==> src/rtl/fp32_mul_issue_buffer.sv <==
// Valid/ready issue stage and in-order result FIFO wrapped around a free-running
// fixed-latency FP32 multiplier. Define FP32MUL_IBUF_FLUSH_EN to add a synchronous flush port.
module fp32_mul_issue_buffer #(
  parameter int LATENCY = 8,
  parameter int DEPTH   = 16,
  parameter int TAG_W   = 4
) (
  input  logic             clk,
  input  logic             rst,
`ifdef FP32MUL_IBUF_FLUSH_EN
  input  logic             flush,
`endif
  input  logic             in_valid,
  output logic             in_ready,
  input  logic [31:0]      in_a,
  input  logic [31:0]      in_b,
  input  logic [2:0]       in_rm,
  input  logic [TAG_W-1:0] in_tag,
  output logic             mul_ce,
  output logic [31:0]      mul_a,
  output logic [31:0]      mul_b,
  output logic [2:0]       mul_rm,
  input  logic [31:0]      mul_o,
  input  logic             mul_sign_exe,
  input  logic             mul_inf,
  input  logic             mul_overflow,
  input  logic             mul_underflow,
  output logic             out_valid,
  input  logic             out_ready,
  output logic [31:0]      out_o,
  output logic [3:0]       out_flags,
  output logic [TAG_W-1:0] out_tag
);

  localparam int CW = $clog2(DEPTH + 1);
  localparam int AW = (DEPTH > 1) ? $clog2(DEPTH) : 1;

  typedef struct packed {
    logic [31:0]      o;
    logic [3:0]       flags;
    logic [TAG_W-1:0] tag;
  } res_t;

  logic flush_i;
`ifdef FP32MUL_IBUF_FLUSH_EN
  assign flush_i = flush;
`else
  assign flush_i = 1'b0;
`endif

  logic [LATENCY-1:0]            vld_pipe;
  logic [LATENCY-1:0][TAG_W-1:0] tag_pipe;
  logic [CW-1:0]                 sh_cnt, fifo_cnt;
  logic [AW-1:0]                 wr_ptr, rd_ptr;
  res_t                          mem [DEPTH];
  res_t                          head;
  logic [CW:0]                   outstanding;
  logic                          accept, cap, pop;

  // Credits cover both in-flight ops and buffered results, so a capture always has a free slot.
  assign outstanding = {1'b0, sh_cnt} + {1'b0, fifo_cnt};
  assign in_ready    = !rst && !flush_i && (outstanding < (CW+1)'(DEPTH));
  assign accept      = in_valid && in_ready;
  assign cap         = vld_pipe[LATENCY-1];
  assign out_valid   = (fifo_cnt != '0);
  assign pop         = out_valid && out_ready;
  assign mul_ce      = !rst;

  function automatic logic [AW-1:0] ptr_inc(input logic [AW-1:0] p);
    return (p == AW'(DEPTH - 1)) ? '0 : p + 1'b1;
  endfunction

  always_ff @(posedge clk or posedge rst) begin
    if (rst) begin
      mul_a  <= '0;
      mul_b  <= '0;
      mul_rm <= '0;
    end else if (accept) begin
      mul_a  <= in_a;
      mul_b  <= in_b;
      mul_rm <= in_rm;
    end
  end

  // Shadow of the multiplier pipeline: stage LATENCY-1 lines up with mul_o.
  always_ff @(posedge clk or posedge rst) begin
    if (rst) begin
      vld_pipe <= '0;
      tag_pipe <= '0;
    end else begin
      vld_pipe[0] <= accept;
      tag_pipe[0] <= in_tag;
      for (int i = 1; i < LATENCY; i++) begin
        vld_pipe[i] <= vld_pipe[i-1];
        tag_pipe[i] <= tag_pipe[i-1];
      end
      if (flush_i) vld_pipe <= '0;
    end
  end

  always_ff @(posedge clk or posedge rst) begin
    if (rst) begin
      sh_cnt   <= '0;
      fifo_cnt <= '0;
      wr_ptr   <= '0;
      rd_ptr   <= '0;
    end else if (flush_i) begin
      sh_cnt   <= '0;
      fifo_cnt <= '0;
      wr_ptr   <= '0;
      rd_ptr   <= '0;
    end else begin
      sh_cnt   <= sh_cnt + CW'(accept) - CW'(cap);
      fifo_cnt <= fifo_cnt + CW'(cap) - CW'(pop);
      if (cap) wr_ptr <= ptr_inc(wr_ptr);
      if (pop) rd_ptr <= ptr_inc(rd_ptr);
    end
  end

  always_ff @(posedge clk) begin
    if (cap && !flush_i)
      mem[wr_ptr] <= {mul_o, mul_sign_exe, mul_inf, mul_overflow, mul_underflow,
                      tag_pipe[LATENCY-1]};
  end

  // Storage is not reset; the head is masked to zero while the FIFO is empty.
  assign head      = mem[rd_ptr];
  assign out_o     = out_valid ? head.o     : '0;
  assign out_flags = out_valid ? head.flags : '0;
  assign out_tag   = out_valid ? head.tag   : '0;

  a_fifo_no_overflow: assert property (@(posedge clk) disable iff (rst)
    !(cap && !flush_i && (fifo_cnt == CW'(DEPTH))));

endmodule

==> config.mk <==
export PLATFORM = sky130hd
export DESIGN_NAME = fp32_mul_issue_buffer
export DESIGN_NICKNAME = d
export VERILOG_FILES = /design/src/rtl/fp32_mul_issue_buffer.sv
export SDC_FILE = /design/constraint.sdc
export NUM_CORES = 1
export LEC_CHECK = 0
export CAP_MARGIN = 30
export CORE_MARGIN = 5
export CORE_UTILIZATION = 40
export DETAILED_ROUTE_END_ITERATION = 8
export GPL_TIMING_DRIVEN = 1
export PLACE_DENSITY = 0.66
export SLEW_MARGIN = 20
export SYNTH_ARGS = -nofsm -noshare
export SYNTH_HDL_FRONTEND = slang
export SYNTH_SLANG_ARGS = --single-unit
==> constraint.sdc <==
create_clock -name clk -period 6.8 [get_ports clk]
set_clock_uncertainty 0.05 [all_clocks]
set_input_delay 1.7 -clock clk [delete_from_list [all_inputs] [get_ports clk]]
set_output_delay 1.7 -clock clk [all_outputs]
set_load 0.02 [all_outputs]
======== Word level (Yosys, flattened, before mapping) ========
Memories as Yosys holds them, arrays and structs flattened.
Index checks and enable logic that the tools add are counted.
word-level totals
  flip-flop bits (word level) ............. 125
  bits in writable memories ............... 640
  input bits .............................. 111
  logic and storage cells ................. 39
  memories ................................ 1
operators by class
  add/subtract/negate cells ............... 7
  $lt $le $gt $ge ......................... 1
  eq/ne operators ......................... 2
  multiplexer cells ....................... 7
  reduce and logical (&&, ||, !) cells .... 5
memory list
  memory  depth  bits a word  read ports  clocked after Yosys merged registers in  write ports  line  text
  mem     16     40           1           0                                        1            55    res_t mem [DEPTH];
operators by type and width
  kind                                                number
  two-way mux 32 bit                                  1
  two-way mux 4 bit                                   4
  adder 5 x 1 -> 5 bit                                2
  subtractor 5 x 1 -> 5 bit                           2
  adder 4 x 1 -> 4 bit, second input constant         2
  equality test 4 bit, second input constant          2
  adder 5 x 5 -> 6 bit                                1
  < comparator 6 x 5 -> 1 bit, second input constant  1
  nonzero test 5 bit                                  1
  logical AND 1 bit                                   3
  two-way mux 1 bit                                   2
  logical NOT 1 bit                                   1

======== Longest topological paths before layout ========
Gate-level depths: netlist of run 1.
  depth after elaboration ................. 6
  mapped depth ............................ 15

======== Worst setup path before layout of run 1 ========
OpenSTA, ideal clock, no wires.
  path type ............................... input-to-output
  start ................................... input port rst
  end ..................................... output port mul_ce
  arrival ................................. 4385 ps
  required time ........................... 5050 ps
  slack ................................... 665 ps
  stages .................................. 1
  cell sequence ........................... inv_1
on the way
  cells in the longest elaborated chain, start to end .. 1
RTL lines
  element                             line  text
  from (decl)                         9     input logic rst,
  logical NOT 1 bit (no source line)  -
  to (decl)                           19    output logic mul_ce,
No other way between the ends.

======== Worst setup path in the final report of run 1 ========
  start ................................... register fifo_cnt[3]
  end ..................................... output port out_flags[3]
on the way
  cells in the longest elaborated chain, start to end .. 2
RTL lines
  element                 line  text
  from (decl)             53    logic [CW-1:0] sh_cnt, fifo_cnt;
  from (signal assigned)  114   fifo_cnt <= fifo_cnt + CW'(cap) - CW'(pop);
  nonzero test 5 bit      65    assign out_valid = (fifo_cnt != '0);
  two-way mux 4 bit       129   assign out_flags = out_valid ? head.flags : '0;
  to (decl)               31    output logic [3:0] out_flags,
No other way between the ends.

==> qor.csv, run 1 <==
stage;metric;value;unit
outcome;outcome;finished, final reports clean;
sta;Max Clock Freq;169;MHz
setup_path;Setup crit end kind;primary output;
route;Via Count;14600;
flow_run;# Max-Cap Violations;0;
sta;setup ws final;883;ps
route;initial DRC count;1200;
power;Static Leak;0.0119;uW
place;dpl hpwl;34200;um
sta;worst rel slew slack;37.5;%
yosys;Main synth FF type;edfxtp_1;
min_path;Worst Hold Endpoint;tag_pipe[13];
sta;Worst Max-Slew Pin Slew;938;ps
setup_path;R2R depth;14;
sta;post-layout minimum cycle time;5920;ps
yosys;number of synthesized flops with an enable pin;640;
grt;largest net degree at the start of global routing;107;
power;total power;15000;uW
route;drt total wl;65200;um
yosys;synth warn;0;
grt;global-route congestion overflow total;0;
cts;hold_buf cts;0;
grt;vias in the first global route;15500;
setup_path;crit path DAT;4170;ps
setup_path;Critical Path RT;5050;ps
yosys;syn avg cell area;20.5;um^2
setup_path;critical path cell sequence;inv_1 > ha_1 > or4b_1 > and2_2 > buf_4 > a22oi_1 > o211ai_1 > clkdlybuf4s50_1;
setup_path;Crit Path Category;reg2out;
place;dpl ws;1440;ps
sta;max-slew violation count;0;
floorplan;Initial Utilization;40.5;%
cts;CTS Root Cell;clkbuf_16;
floorplan;FP Rows;98;
cts;Clock Latency Late Sink;620;ps
yosys;Post-Syn Area;0.0290;mm^2
power;maximum vdd drop;0.327;mV
cts;Max clock buf depth;3;
cells_and_area;Layout Nets;1811;
cts;post-CTS setup buffer count;0;
sta;Hold Vio Cnt, Final;0;
cts;post-CTS resize count;0;
yosys;register area share after synthesis;77.0;%
min_path;Hold Startpoint;tag_pipe[9];
grt;initial antenna violation count;4;
cells_and_area;final core occ;49.2;%
floorplan;Core ar.;0.0717;mm^2
setup_path;Slowest-stage cell, CP;and2_2;
route;DR vias/cell;5.40;
floorplan;Top Ports;221;
cts;CTS tree;built;
place;IO buf count;220;
setup_path;Crit path largest cell delay;690;ps
yosys;area share of the largest cell type after synthesis;66.2;%
yosys;post-synth cell types;43;
yosys;Mapped Nets;1552;
setup_path;worst r2r src;fifo_cnt[3];
floorplan;Die X;279;um
cts;CTS clk-pin slew, worst paths;60;ps
setup_path;CP bufs+invs;3;
cts;CTS Sinks;765;
sta;Final Cycle Share;87.0;%
yosys;area leader, netlist;edfxtp_1;
route;Avg WL per Cell;24.2;um
grt;GRT Resource Usage Total;16.6;%
cts;CTS buffer count;82;
grt;global-route wire length before repair;98200;um
floorplan;die area;0.0780;mm^2
route;DRT antenna net count;0;
yosys;asr flop ratio synth;16.3;%
min_path;HP Class;reg2reg;
cells_and_area;P&R area growth vs syn;21.5;%
cts;CTS H-tree depth;3;
sta;TNS Setup;0;ps
sta;Hold WS;294;ps
setup_path;reg-to-reg slack, setup;3610;ps
cells_and_area;share of layout cells above drive strength 1;20.7;%
yosys;Area contributors post-synth;edfxtp_1 66%, dfrtp_1 11%, mux4_2 9.4%;
min_path;hold path depth;0;
route;Initial DRT Pass Iterations;5;
sta;RSZ-0062 raised after global routing;no;
yosys;FF+latch count, synth;765;
yosys;Cells after Synth;1419;
setup_path;CP startpoint kind;flop;
setup_path;critical path's top delay family;buffers and inverters;
power;power per cell area;426;mW/mm^2
route;DRC violations left;0;
floorplan;overall die height;279;um
setup_path;worst-path fanout max;34;
sta;Final setup viols;0;
setup_path;worst r2r dst;fifo_cnt[4];
place;GP Congestion;0.748;
per-stage QoR:
step                      cells  cell area, um^2
after floorplan            1419            29000
after global placement     2543            32500
after detailed placement   2543            32500
final                      2698            35300
after global routing       2698            35300
after CTS                  2696            35200
layout make-up:
class,instances,area [um^2]
Inverter,20,77.6
Tap cell,950,1190
Fill cell,5804,36500
Clock inverter,54,568
Sequential cell,765,22400
Multi-Input combinational cell,556,6390
Antenna cell,1,2.50
Clock buffer,99,2140
Timing Repair Buffer,253,2540
power breakdown:
group	total, uW	internal, uW	switching (uW)
combinational	4790	2280	2520
clock	4410	2580	1840
sequential	5800	5460	344
metal layers:
layer / share of wire (%) / vias up / global-route usage [%] / wire (um)
met5: 0.021 / - / 0 / 14
met2: 49 / 543 / 27.1 / 31700
met1: 41 / 7648 / 22.4 / 26700
li1: - / 6294 / - / -
met4: 2.0 / 4 / 4.64 / 1320
met3: 8.3 / 91 / 4.39 / 5440
logic make-up (layout without fill, tap and decap cells):
logic type	after synthesis	in the layout	synth area share, %
xor gates and xnor gates	11	11	0.332
buffers and inverters	98	426	1.46
adders and majority gates	22	22	1.00
other	0	1	0
DFF	765	765	77.0
muxes	269	269	14.8
and+or+nand+nor	115	115	1.87
AOI/OAI and AO/OA	139	139	3.54
placed cells by master, fill, tap and decap left out, types with 7 or more instances in the layout:
master	synthesis	layout
mux4_2	121	121
clkinv_1	0	17
mux2i_1	78	78
a22oi_1	78	78
clkbuf_1	35	16
bufinv_16	0	8
dfrtp_1	125	122
nand2_1	47	47
ha_1	20	20
nand3_1	41	41
nor2_4	0	10
buf_4	1	26
edfxtp_1	640	640
mux2_2	60	60
clkbuf_16	0	83
a21oi_1	7	7
mux2_1	10	10
clkdlybuf4s50_1	0	220
inv_1	20	19
xnor2_1	8	8
o211ai_1	39	39
clkinv_2	0	14
synthesized netlist by cell type, types with 2 or more instances:
cell	count
nand3_1	41
o21ai_0	3
o211ai_1	39
ha_1	20
fa_1	2
a22oi_1	78
edfxtp_1	640
xnor2_1	8
mux2i_1	78
nor2_1	11
clkbuf_1	35
xor2_1	3
nand2b_1	2
mux2_1	10
inv_1	20
mux4_2	121
nor3_1	3
dfrtp_1	125
nor2b_1	2
mux2_2	60
nand2_1	47
buf_2	36
a21oi_1	7
buf_1	5
a21o_1	5
flip-flops by register name, indices dropped and copies added (netlist names):
signal and cells:
fifo_cnt 5, rd_ptr 4, wr_ptr 4, mul_a 32, vld_pipe 8, sh_cnt 5, mem 640, tag_pipe 32
mul_b 32, mul_rm 3
how the worst max path moves through the flow:
| stage | start | to | cells after the start |
|---|---|---|---|
| final | fifo_cnt[3] | out_flags[3] | 8 |
| after global routing | fifo_cnt[2] | out_flags[3] | 8 |
| after CTS | fifo_cnt[3] | out_tag[2] | 8 |
| after detailed placement | rst | in_ready | 4 |
| after global placement | rst | in_ready | 4 |
| after floorplan | rst | mul_ce | 1 |
Power figures use the tool's default switching activity.
==> run 2: changes to the inputs <==
- CORE_MARGIN: 5 -> 2
==> qor.csv, run 2 (synthesized netlist as in run 1, its figures left out) <==
stage;metric;value;unit;change
cells_and_area;most common cell after layout, fill and taps aside;edfxtp_1;;unchanged
grt;global-route congestion overflow total;0;;unchanged
sta;Worst Max-Slew Pin Slew;988;ps;was 938 ps
grt;initial antenna violation count;5;;was 4
cts;CTS H-tree depth;3;;unchanged
cells_and_area;P&R area growth vs syn;21.6;%;was 21.5%
cells_and_area;share of layout cells above drive strength 1;21.3;%;was 20.7%
sta;RSZ-0062 raised after global routing;no;;unchanged
cells_and_area;most frequent cells in the layout;640 x edfxtp_1, 220 x clkdlybuf4s50_1, 122 x dfrtp_1;;unchanged
sta;Final setup viols;0;;unchanged
power;maximum vdd drop;0.319;mV;was 0.327 mV
cts;CTS tree;built;;unchanged
grt;global-route wire length before repair;95100;um;was 98200 um
setup_path;crit path DAT;4130;ps;was 4170 ps
grt;largest net degree at the start of global routing;69;;was 107
route;DR vias/cell;5.39;;was 5.40
floorplan;Initial Utilization;40.5;%;about the same
floorplan;Top Ports;221;;unchanged
cells_and_area;FILL cells;5842;;was 5804
sta;TNS Setup;0;ps;unchanged
min_path;hold path depth;0;;unchanged
cells_and_area;max FFs per register;640;;unchanged
route;Via Count;14600;;about the same
cts;hold_buf cts;0;;unchanged
cells_and_area;Biggest register;mem;;unchanged
sta;worst rel slew slack;34.2;%;was 37.5%
cts;CTS Sinks;765;;unchanged
place;GP Congestion;0.732;;was 0.748
route;DRC violations left;0;;unchanged
sta;Max Clock Freq;170;MHz;was 169 MHz
route;drt total wl;63400;um;was 65200 um
floorplan;Core ar.;0.0716;mm^2;was 0.0717 mm^2
setup_path;CP startpoint kind;flop;;unchanged
setup_path;worst r2r src;fifo_cnt[2];;was fifo_cnt[3]
setup_path;worst r2r dst;fifo_cnt[4];;unchanged
grt;GRT Resource Usage Total;17.1;%;was 16.6%
place;IO buf count;220;;unchanged
min_path;Hold Startpoint;tag_pipe[12];;was tag_pipe[9]
route;Avg WL per Cell;23.4;um;was 24.2 um
min_path;Worst Hold Endpoint;tag_pipe[16];;was tag_pipe[13]
cells_and_area;Layout Nets;1817;;was 1811
outcome;outcome;finished, final reports clean;;unchanged
cts;Clock Latency Late Sink;620;ps;about the same
power;power per cell area;425;mW/mm^2;was 426 mW/mm^2
cts;post-CTS resize count;0;;unchanged
cts;CTS buffer count;83;;was 82
cts;post-CTS setup buffer count;0;;unchanged
cts;CTS Root Cell;clkbuf_16;;unchanged
floorplan;Die X;273;um;was 279 um
sta;Final Cycle Share;86.4;%;was 87.0%
floorplan;die area;0.0747;mm^2;was 0.0780 mm^2
setup_path;R2R depth;14;;unchanged
power;Static Leak;0.0119;uW;about the same
setup_path;Crit Path Category;reg2out;;unchanged
setup_path;worst-path fanout max;37;;was 34
route;DRT antenna net count;0;;unchanged
grt;vias in the first global route;15400;;was 15500
setup_path;Critical Path RT;5050;ps;about the same
setup_path;reg-to-reg slack, setup;3680;ps;was 3610 ps
sta;Hold Vio Cnt, Final;0;;unchanged
route;initial DRC count;1133;;was 1200
flow_run;# Max-Cap Violations;0;;unchanged
setup_path;Setup crit end kind;primary output;;unchanged
cells_and_area;final core occ;49.3;%;was 49.2%
place;dpl hpwl;33400;um;was 34200 um
floorplan;FP Rows;98;;unchanged
sta;max-slew violation count;0;;unchanged
cts;Max clock buf depth;3;;unchanged
floorplan;overall die height;273;um;was 279 um
cts;CTS clk-pin slew, worst paths;60;ps;about the same
min_path;HP Class;reg2reg;;unchanged
route;Initial DRT Pass Iterations;5;;unchanged
sta;post-layout minimum cycle time;5880;ps;was 5920 ps
[run 2: changes by cell type in the layout (fill, tap and decap cells not counted), moves of 2 or more]
cell | previous run | this run
clkinv_16 | 2 | 0
clkinv_1 | 17 | 12
clkbuf_8 | 0 | 4
buf_12 | 6 | 1
clkbuf_16 | 83 | 85
clkinv_8 | 0 | 2
buf_4 | 26 | 35
clkinv_2 | 14 | 19
[run 2: final cells by class]
cell class	instances	area (um^2)	area share, %
flip-flops and latches	765	22400	63.4
repair buffers	258	2540	7.20
clock buffers	104	2240	6.35
inverters	20	77.6	0.220
diodes	1	2.50	0.00709
well taps	950	1190	3.37
multi-input cells	556	6390	18.1
clock inverters	51	484	1.37
[run 2: power by group]
part	internal (uW)	leakage (uW)	total, uW	switching [uW]
clock network	2620	0.00133	4440	1820
registers	5460	0.00725	5760	299
logic	2270	0.00331	4800	2530
total	10300	0.0119	15000	4650
[run 2: worst max-delay path by stage]
stage / from / endpoint / slack [ps] / cells past startpoint
finish: fifo_cnt[2] / out_flags[3] / 920 / 8
global route: fifo_cnt[2] / out_flags[3] / 730 / 8
CTS: fifo_cnt[2] / out_flags[3] / 910 / 8
detailed placement: rst / in_ready / 1510 / 4
global placement: rst / in_ready / 1550 / 4
floorplan: rst / mul_ce / 670 / 1
[run 2: per-layer routing]
| layer | global-route usage (%) | vias up | part of all wire, % |
|---|---|---|---|
| met4 | 5.29 | 6 | 2.1 |
| met5 | 0 | - | 0.063 |
| met1 | 23.2 | 7654 | 42 |
| li1 | - | 6305 | - |
| met3 | 4.33 | 87 | 8.1 |
| met2 | 27.1 | 535 | 48 |
[run 2: critical path, stage by stage, from the launching register on]
cell and delay, ps:
dfrtp_1 400, inv_1 80, ha_1 180, or4b_1 350, and2_2 620, buf_4 600, a22oi_1 190, o211ai_1 380
clkdlybuf4s50_1 680
[run 2: through the flow]
step	cells	hold slack (ps)	setup slack, ps	power, uW	area [um^2]
2_1_floorplan	1419	281	665	8770	29000
3_3_place_gp	2547	283	1550	10600	32500
3_5_place_dp	2547	285	1510	10700	32500
4_1_cts	2702	292	906	15200	35200
5_1_grt	2705	294	733	15700	35300
6_report	2705	295	925	15000	35300
==> variant (settings of run 1) <==
The option `FP32MUL_IBUF_FLUSH_EN` is turned on by a define.
--- a/src/rtl/fp32_mul_issue_buffer.sv
+++ b/src/rtl/fp32_mul_issue_buffer.sv
@@ -1,4 +1,6 @@
 // Valid/ready issue stage and in-order result FIFO wrapped around a free-running
 // fixed-latency FP32 multiplier. Define FP32MUL_IBUF_FLUSH_EN to add a synchronous flush port.
+`define FP32MUL_IBUF_FLUSH_EN
+
 module fp32_mul_issue_buffer #(
   parameter int LATENCY = 8,
Interface: changed (added flush); port bits go from 221 to 222. No check against the original RTL was run, so the function may have changed too.
==> variant against run 1 <==
Total power shrank 12%. Die area up 0.43%. Register-to-register slack got worse by 0.17 ns. Critical path depth is the same. Worst setup slack improved by 0.26 ns. Critical path type unchanged. Area after synthesis up 0.45%. Cell count rose by 1.1%. Routed wire length is 0.85% higher. Largest cell class unchanged. Sequential cell count unchanged. Core utilization down 0.28 points. Design area rose by 0.62%. Highest routed layer unchanged.
==> variant: results (changes against run 1) <==
- Global-route wire length before repair: 98.7 mm (+0.48%)
- Layout fillers: 5,995 (+3.3%)
- Arr. time, crit path: 3.91 ns (-0.26 ns)
- Most used DFF post-synth: edfxtp_1
- Sequential share of the synthesized area: 76.7% (-0.35 points)
- Post-DP HPWL: 36.6 mm (+6.8%)
- Worst Setup EP: out_o[25]
- Via count: 14,700 (+1.1%)
- CTS Buffer Depth: 3 (unchanged)
- Hold Path Stages: 0 (unchanged)
- Mux cell area share after synthesis: 14.8% (-0.032 points)
- CTS H-tree depth: 3 (unchanged)
- Synth Area in Adders: 0.996% (-0.0045 points)
- Placer congestion estimate: 0.761 (+1.7%)
- Root Buffer: clkbuf_16
- Reg with most FFs: mem
- PostCTS Resize Cnt: 0 (unchanged)
- Synthesized Nets: 1,582 (+1.9%)
- Top Family by Delay on Critical Path: buffers and inverters
- Max reg flops: 640 (unchanged)
- CP max stage delay: 0.69 ns (about the same)
- 1st-iter DRT viols: 1,080 (-10%)
- First-pass iteration count of the detailed router: 5 (unchanged)
- Nets: 1,840 (+1.6%)
- # diodes: 0 (-1)
- HP Class: register to register
- Peak VDD IR: 0.277 mV (-15%)
- Synth warn: 0 (unchanged)
- FFs w/ async S/R, synth: 16.3% (unchanged)
- Slew @ Worst Pin: 0.983 ns (+0.0453 ns)
- GR Util All Layers: 16.7% (+0.078 points)
- R2r setup slk: 3.44 ns (-0.17 ns)
- Maximum fanout along the worst path: 39 (+15%)
- Vias in the first global route: 15,700 (+1.6%)
- # port buffers: 221 (+0.45%)
- Synth Area in Compound Gates: 3.44% (-0.11 points)
- Most instantiated cells after synthesis: edfxtp_1 (640), dfrtp_1 (125), mux4_2 (121), mux2i_1 (79), a22oi_1 (78)
- Initial antenna violation count: 1 (-3)
- Reg2Reg Depth: 13 (-1)
- Synth cell types: 41 (-4.7%)
- Reg-to-reg startpoint: fifo_cnt[2]
- CTS buffer count: 81 (-1.2%)
- Fraction of layout cells with a size suffix above 1: 20.1% (-0.65 points)
- LEAKAGE: 11.6 nW (-2.0%)
- Status: finished, final reports clean
- Avg WL per Cell: 24.1 µm (-0.26%)
- Area contributors post-synth: edfxtp_1 (66%), dfrtp_1 (11%), mux4_2 (9.3%)
- Pin count of the biggest net entering global routing: 125 (+17%)
- Post-Synth XOR/XNOR Area: 0.270% (-0.062 points)
-- variant: changes by cell type in the layout (fill, tap and decap cells not counted), moves of 4 or more --
cell       change
nor2_1         +9
nor2b_1       +12
xnor2_1        -4
bufinv_16      +6
nor2_4         +5
inv_1          -4
a21oi_1        +5
-- variant: cells by family after synthesis --
logic type,after synthesis
mux,270
compound gates,138
buf+inv,95
fa+ha+maj,22
flops,765
simple gates,149
xor+xnor,9
-- variant: final cells by class --
type,count,area share (%)
well taps,959,3.38
clock buffers,99,5.90
inverters,16,0.176
multi-input cells,588,18.4
repair buffers,254,7.24
flip-flops and latches,765,63.0
clock inverters,47,1.87
-- variant: metal layers --
layer,track usage [%],wire (µm),vias to the layer above
li1,-,-,6372
met1,22.4,27400,7755
met2,27.8,32400,517
met3,3.98,4620,98
met4,4.59,1350,2
met5,0,13,-
-- variant: worst min path at each step --
stage                       from      endpoint  slack, ns
floorplan            tag_pipe[6]  tag_pipe[10]       0.28
global placement    tag_pipe[23]  tag_pipe[27]       0.28
detailed placement  tag_pipe[19]  tag_pipe[23]       0.28
CTS                 tag_pipe[19]  tag_pipe[23]       0.29
global route        tag_pipe[19]  tag_pipe[23]       0.30
finish              tag_pipe[19]  tag_pipe[23]       0.29
-- variant: metrics by stage --
step / setup WS [ns] / std cells / instance area, µm² / utilization (%)
final: 1.14 / 2728 / 35500 / 48.9
after global routing: 0.924 / 2728 / 35500 / 48.9
after CTS: 1.02 / 2727 / 35500 / 48.8
after detailed placement: 1.39 / 2581 / 32700 / 45.0
after global placement: 1.40 / 2579 / 32700 / 45.0
after floorplan: 0.665 / 1448 / 29200 / -
-- variant: report_power, final --
part           internal, mW  switching [mW]  total, mW
Sequential             5.32           0.193       5.52
Clock                  2.74            1.80       4.55
Combinational          1.50            1.57       3.07
Total                  9.57            3.57       13.1
